[src/rtl/conv_engine.sv]
// conv_engine: KxK convolution with bias over an RxC map, fed from 1-cycle-latency memories and streamed out on AXI-Stream.
module conv_engine #(
    parameter int INW = 24,
    parameter int R = 9,
    parameter int C = 8,
    parameter int MAXK = 4,
    localparam int K_BITS = $clog2(MAXK + 1),
    localparam int X_ADDR_BITS = $clog2(R * C),
    localparam int W_ADDR_BITS = $clog2(MAXK * MAXK),
    localparam int OUTW = 2 * INW + $clog2(MAXK * MAXK + 1)
) (
    input  logic                          clk,
    input  logic                          reset,
    input  logic                          inputs_loaded,
    input  logic        [K_BITS-1:0]      K,
    input  logic signed [INW-1:0]         B,
    output logic        [X_ADDR_BITS-1:0] X_read_addr,
    input  logic signed [INW-1:0]         X_data,
    output logic        [W_ADDR_BITS-1:0] W_read_addr,
    input  logic signed [INW-1:0]         W_data,
    output logic                          compute_finished,
    output logic signed [OUTW-1:0]        AXIS_TDATA,
    output logic                          AXIS_TVALID,
    input  logic                          AXIS_TREADY
);
    localparam int RB = $clog2(R + 1);
    localparam int CB = $clog2(C + 1);
    localparam int NB = $clog2(MAXK * MAXK + 1);
    typedef enum logic [2:0] {IDLE, MAC, OUT, DONE, WAIT} state_t;
    state_t state_q;
    logic [K_BITS-1:0] k_q, i_q, j_q, km1;
    logic signed [INW-1:0] b_q;
    logic [RB-1:0] r_q;
    logic [CB-1:0] c_q;
    logic [NB-1:0] n_q, kk;
    logic signed [OUTW-1:0] acc_q, acc_d, tdata_q, bias_in, bias_q;
    logic signed [2*INW-1:0] prod;
    logic tvalid_q, done_q, k_bad, last_tap, j_wrap, c_wrap, last_out;
    always_comb begin
        prod = (2*INW)'(X_data) * (2*INW)'(W_data);
        acc_d = acc_q + {{(OUTW-2*INW){prod[2*INW-1]}}, prod};
        bias_in = {{(OUTW-INW){B[INW-1]}}, B};
        bias_q = {{(OUTW-INW){b_q[INW-1]}}, b_q};
        kk = NB'(int'(k_q) * int'(k_q));
        km1 = k_q - 1'b1;
        k_bad = int'(K) < 2 || int'(K) > MAXK || int'(K) > R || int'(K) > C;
        j_wrap = j_q == km1;
        last_tap = j_wrap && i_q == km1;
        c_wrap = int'(c_q) == C - int'(k_q);
        last_out = c_wrap && int'(r_q) == R - int'(k_q);
        X_read_addr = X_ADDR_BITS'((int'(r_q) + int'(i_q)) * C + int'(c_q) + int'(j_q));
        W_read_addr = W_ADDR_BITS'(int'(i_q) * int'(k_q) + int'(j_q));
    end
    assign AXIS_TDATA = tdata_q;
    assign AXIS_TVALID = tvalid_q;
    assign compute_finished = done_q;
    always_ff @(posedge clk) begin
        if (reset) begin
            state_q <= IDLE;
            k_q <= '0;
            b_q <= '0;
            r_q <= '0;
            c_q <= '0;
            i_q <= '0;
            j_q <= '0;
            n_q <= '0;
            acc_q <= '0;
            tdata_q <= '0;
            tvalid_q <= 1'b0;
            done_q <= 1'b0;
        end else begin
            case (state_q)
                IDLE: if (inputs_loaded) begin
                    k_q <= K;
                    b_q <= B;
                    r_q <= '0;
                    c_q <= '0;
                    i_q <= '0;
                    j_q <= '0;
                    n_q <= '0;
                    acc_q <= bias_in;
                    done_q <= k_bad;
                    state_q <= k_bad ? DONE : MAC;
                end
                MAC: begin
                    n_q <= n_q + 1'b1;
                    if (n_q != '0) acc_q <= acc_d;
                    if (!last_tap) begin
                        j_q <= j_wrap ? '0 : j_q + 1'b1;
                        i_q <= j_wrap ? i_q + 1'b1 : i_q;
                    end
                    if (n_q == kk) begin
                        tdata_q <= acc_d;
                        tvalid_q <= 1'b1;
                        state_q <= OUT;
                    end
                end
                OUT: if (AXIS_TREADY) begin
                    tvalid_q <= 1'b0;
                    if (last_out) begin
                        done_q <= 1'b1;
                        state_q <= DONE;
                    end else begin
                        c_q <= c_wrap ? '0 : c_q + 1'b1;
                        r_q <= c_wrap ? r_q + 1'b1 : r_q;
                        i_q <= '0;
                        j_q <= '0;
                        n_q <= '0;
                        acc_q <= bias_q;
                        state_q <= MAC;
                    end
                end
                DONE: begin
                    done_q <= 1'b0;
                    state_q <= WAIT;
                end
                WAIT: if (!inputs_loaded) state_q <= IDLE;
                default: state_q <= IDLE;
            endcase
        end
    end
endmodule

[config.mk]
export PLATFORM = sky130hd
export DESIGN_NAME = conv_engine
export DESIGN_NICKNAME = d
export VERILOG_FILES = /design/src/rtl/conv_engine.sv
export SDC_FILE = /design/constraint.sdc
export NUM_CORES = 2
export LEC_CHECK = 0
export CORE_ASPECT_RATIO = 1.2
export CORE_MARGIN = 2
export CORE_UTILIZATION = 59
export CTS_CLUSTER_SIZE = 14
export DETAILED_ROUTE_END_ITERATION = 10
export GPL_ROUTABILITY_DRIVEN = 0
export PLACE_DENSITY = 0.88
export SLEW_MARGIN = 20
export SYNTH_ARGS = -nofsm -noshare
export SYNTH_HDL_FRONTEND = slang
export SYNTH_SLANG_ARGS = --single-unit
[constraint.sdc]
create_clock -name clk -period 14.75 [get_ports clk]
set_clock_uncertainty 0.1 [all_clocks]
set_input_delay 2.95 -clock clk [delete_from_list [all_inputs] [get_ports clk]]
set_output_delay 2.95 -clock clk [all_outputs]
set_load 0.01 [all_outputs]
# Yosys cells after proc, flatten, opt, wreduce, memory -nomap -nowiden

Cells that the tools add are included.

Add/sub/neg operators: 13
Multipliers: 3
Order comparisons: 2
Equality and inequality tests: 19
Multiplexer cells: 41
Reductions and logical operators: 20

Operators by type and width:

| kind                                                                  | number |
|---|---|
| 53-bit 2-to-1 mux                                                     | 4 |
| 53-bit case mux with 3 select lines                                   | 1 |
| 53-bit adder                                                          | 1 |
| 24-bit by 24-bit multiplier with 48-bit output                        | 1 |
| 3-bit 2-to-1 mux                                                      | 11 |
| 4-bit 2-to-1 mux                                                      | 7 |
| 2-bit inequality test, second input constant                          | 10 |
| 3-bit case mux with 3 select lines                                    | 2 |
| 4-bit case mux with 2 select lines                                    | 2 |
| 4-bit AND reduction                                                   | 4 |
| 5-bit equality test                                                   | 3 |
| 5-bit 2-to-1 mux                                                      | 3 |
| 3-bit case mux with 5 select lines                                    | 1 |
| 5-bit case mux with 3 select lines                                    | 1 |
| 5-bit AND reduction                                                   | 3 |
| 4-bit by 3-bit subtractor with 5-bit output, first input constant     | 2 |
| 4-bit by 1-bit adder with 4-bit output, second input constant         | 2 |
| 4-bit by 3-bit adder with 4-bit output                                | 2 |
| 7-bit by 3-bit adder with 7-bit output                                | 1 |
| 7-bit by 4-bit adder with 7-bit output                                | 1 |
| 3-bit by 1-bit adder with 3-bit output, second input constant         | 2 |
| 3-bit by 2-bit equality test with 1-bit output, second input constant | 2 |
| 3-bit equality test                                                   | 2 |
| 6-bit AND reduction                                                   | 1 |
| other kinds (20)                                                      | 29 |

Register bits after elaboration: 157
Input bits: 79
Output and inout bits: 66
Logic and storage cells: 110

# Depth between registers and ports, before layout

Depth after elaboration: 6
Mapped depth: 39

# Worst setup path after synthesis

No wires, ideal clock.

Kind: input to register
From: input X_data[23]
To: register acc_q[49]
Library setup time: 0.116 ns
Arrival time: 11.133 ns
Slack: 3.400 ns
Stages on the path: 34
Path buffers: 1
Cells stage by stage: clkbuf_1 nand2_1 inv_1 fa_1 fa_1 inv_1 fa_1 inv_1 fa_1 fa_1 fa_1 inv_1 fa_1 inv_1 ha_1 a21o_1 a21o_1 a21oi_1 nor2_1 a311o_1 o21bai_1 a31oi_1 a31oi_2 mux2i_1 o311ai_1 ha_1 a21o_1 a21o_1 nor3b_1 a31oi_4 a31oi_4 xor2_1 o21ai_1 o211a_1

Longest elaborated chain between the ends: 4

Ends and longest elaborated chain:

| element                                        | RTL line | text |
|---|---|---|
| start: declaration                             | 18       | `input logic signed [INW-1:0] X_data,` |
| 24-bit by 24-bit multiplier with 48-bit output | 40       | `prod = (2*INW)'(X_data) * (2*INW)'(W_data);` |
| 53-bit adder                                   | 41       | `acc_d = acc_q + {{(OUTW-2*INW){prod[2*INW-1]}}, prod};` |
| 53-bit 2-to-1 mux                              | 87       | `if (n_q != '0) acc_q <= acc_d;` |
| 53-bit case mux with 3 select lines            | 72       | `case (state_q)` |
| end signal: assignment                         | 81       | `acc_q <= bias_in;` |
| end signal: assignment                         | 109      | `acc_q <= bias_q;` |
| end: declaration                               | 36       | `logic signed [OUTW-1:0] acc_q, acc_d, tdata_q, bias_in, bias_q;` |

Every way passes these cells. The select of a mux whose other input is x is not followed.
A chain may end at the register's enable or synchronous reset.

# Worst setup path in the final report

From: input W_data[12]
To: register acc_q[49]

Longest elaborated chain between the ends: 4

Ends and longest elaborated chain:

| element                                        | RTL line | text |
|---|---|---|
| start: declaration                             | 20       | `input logic signed [INW-1:0] W_data,` |
| 24-bit by 24-bit multiplier with 48-bit output | 40       |  |
| 53-bit adder                                   | 41       |  |
| 53-bit 2-to-1 mux                              | 87       |  |
| 53-bit case mux with 3 select lines            | 72       |  |

Every way passes these cells. The select of a mux whose other input is x is not followed.

==> impl_metrics.json <==
{
  "synth_fp_nets": 4509,
  "die_area_um2": 54900,
  "setup_tns_ns": 0,
  "layout.cells.non_filler": 4346,
  "async_reset_ff_share_pct": 0,
  "grt_overflow": 0,
  "die_x_um": 214,
  "grt_max_degree": 85,
  "setup_slack_ns": 1.99,
  "drv_cap": 0,
  "wl_mm": 80.5,
  "synth-seq-area-share_pct": 10.0,
  "grt_pass1_wl_mm": 136,
  "placedCellCount": 4314,
  "clock_path_buffers": 2,
  "yosysWarnings": 0,
  "initial_core_util_pct": 59.6,
  "numCtsBuffers": 17,
  "drt_iter0_drc": 2695,
  "post_cts_buffers": 0,
  "dp_hpwl_mm": 64.3,
  "critPathMaxStageDelay_ns": 1.03,
  "core_area_um2": 52500,
  "synth_flop_cell": "dfxtp_1",
  "pre_cts_slack_ns": 1.65,
  "cp-start-kind": "input port",
  "nets": 4532,
  "fmax_mhz": 78.4,
  "synth-edff-count": 0,
  "row_count": 92,
  "crit_type": "input port to flip-flop",
  "syn_avg_cell_area_um2": 8.68,
  "grt_pass1_vias": 26800,
  "slew_viol_final": 0,
  "synth_seq_cells": 157,
  "clkLatencyLatePin_ns": 0.44,
  "cts_root_buf": "clkbuf_16",
  "synth_top_area_share_pct": 39.2,
  "synth_top_area_cell": "fa_1",
  "yosys-top-cells-area": "fa_1, dfxtp_1, ha_1",
  "cts.sinks": 157,
  "setup_viol": 0,
  "hp-class": "flip-flop to flip-flop",
  "io_pins": 145,
  "fin_crit_sh_pct": 86.5,
  "avgViaCountPerCell": 5.84,
  "vias": 25400,
  "cts_tree": "yes",
  "tightest_slew_ns": 1.17,
  "final_layout_size_suffix_gt1_share_pct": 3.16,
  "fin_crit_ns": 12.76,
  "first_pass_iters": 9,
  "grt_use_total_pct": 30.3,
  "holdWs_ns": 0.352,
  "ant_nets": 0,
  "rsz0062_at_grt": "no",
  "syn_inst": 3605,
  "worstPathArrival_ns": 12.98,
  "hold_viol": 0,
  "die_h_um": 256,
  "worstSetupEndpointType": "flip-flop",
  "remaining_drc_errors": 0,
  "yosysUniqueCellTypes": 90,
  "critPathSlowestCell": "clkdlybuf4s50_1",
  "cp_common_cell": "fa_1",
  "clk_pin_slew_ns": 0.06,
  "cp_max_fo": 24,
  "relSlewSlack_pct": 21.9,
  "syn-cell-area_um2": 31300,
  "fillerInstances": 4078,
  "io_buffer_count": 144,
  "diodes": 0,
  "cts_hold_buf": 0,
  "cts_resized": 0,
  "required_ns": 14.98,
  "status": "complete, no violations",
  "cts-htree-levels": 4,
  "syn_to_final_growth_pct": 8.02,
  "wire_per_inst_um": 18.5,
  "antenna_found_initial": 0
}
[kinds of logic (layout without fill, tap and decap cells)]
logic type,Yosys count,in the layout,synth area share [%]
adder cells (fa/ha/maj),825,825,47.7
flip-flops,157,157,10.0
XOR/XNOR,141,141,3.95
buffers and inverters,823,859,9.97
AND/OR/NAND/NOR,1088,1088,16.4
AO/OA/AOI/OAI,565,565,11.7
multiplexers,6,6,0.192
[cells in the mapped netlist (28+ instances only)]
| cell type | n |
|---|---|
| o21ai_0 | 81 |
| nand2_1 | 525 |
| fa_1 | 613 |
| a21oi_1 | 231 |
| clkbuf_1 | 160 |
| a211oi_1 | 28 |
| xor2_1 | 50 |
| and2_1 | 262 |
| ha_1 | 212 |
| dfxtp_1 | 157 |
| xnor2_1 | 91 |
| a21o_1 | 48 |
| nor2_1 | 147 |
| inv_1 | 644 |
| nand3_1 | 35 |
[path summary, 6_finish.rpt]
check / start / end / slack (ns) / depth (start not counted)
max: W_data[12] / acc_q[49] / 1.99 / 33
min: b_q[10] / b_q[10] / 0.35 / 2
max reg2reg: k_q[0] / acc_q[30] / 10.52 / 12
min reg2reg: b_q[10] / b_q[10] / 0.35 / 2
[layer usage]
metal	up-vias	part of all wire [%]	track usage, %
met1	12500	39	40.1
met3	255	9.8	5.50
met4	0	3.5	11.1
li1	11300	-	-
met2	1419	48	50.1
met5	-	0	0
[cell usage in the layout, fill, tap and decap left out, types with 5 or more instances in the layout]
master / count
o22ai_1: 17
nor2b_1: 10
nor4_1: 5
and2_1: 262
xor2_1: 50
and4_1: 5
a21oi_1: 231
and3_1: 8
nand2b_1: 19
a211oi_1: 28
o21bai_1: 15
inv_1: 644
o21ai_0: 81
a22o_1: 12
nand2_1: 525
o21ai_1: 5
dfxtp_1: 157
o21a_1: 17
clkbuf_16: 17
xnor2_1: 91
clkdlybuf4s50_1: 142
o211a_1: 6
nand4_1: 23
mux2i_1: 6
o211ai_1: 10
nor2_1: 145
a21o_1: 48
fa_1: 613
or3_1: 7
nor3_1: 21
a31oi_1: 13
buf_4: 38
ha_1: 212
nand3_1: 34
[layout make-up]
| type | instances | area (um2) | area share (%) |
|---|---|---|---|
| clock buffer | 22 | 454 | 1.34 |
| clock inverter | 10 | 139 | 0.411 |
| sequential | 157 | 3140 | 9.30 |
| multi-input combinational | 2625 | 25000 | 74.1 |
| timing repair buffer | 181 | 1710 | 5.06 |
| tap | 705 | 882 | 2.61 |
| inverter | 646 | 2420 | 7.17 |
[critical path, delay by kind of cell]
family / cells / cell delay, ns
AOI/OAI and AO/OA: 13 / 3.26
buffers and inverters: 7 / 1.43
adders and majority gates: 9 / 4.23
and+or+nand+nor: 2 / 0.68
xor gates and xnor gates: 2 / 0.38
[registers in the layout (all words and copies together), names as in the netlist]
signal / count
i_q: 3
AXIS_TVALID: 1
AXIS_TDATA: 53
b_q: 24
c_q: 4
acc_q: 53
r_q: 4
compute_finished: 1
n_q: 5
k_q: 3
j_q: 3
state_q: 3
[metrics by stage]
| step | util [%] | cell area (um2) |
|---|---|---|
| 3_3_place_gp | 63.3 | 33200 |
| 6_report | 64.4 | 33800 |
| 5_1_grt | 64.4 | 33800 |
| 2_1_floorplan | - | 31300 |
| 4_1_cts | 64.4 | 33800 |
| 3_5_place_dp | 63.3 | 33200 |
Power is not shown: default switching activity piles up to over one toggle a cycle in this logic, so the estimate is an artifact.
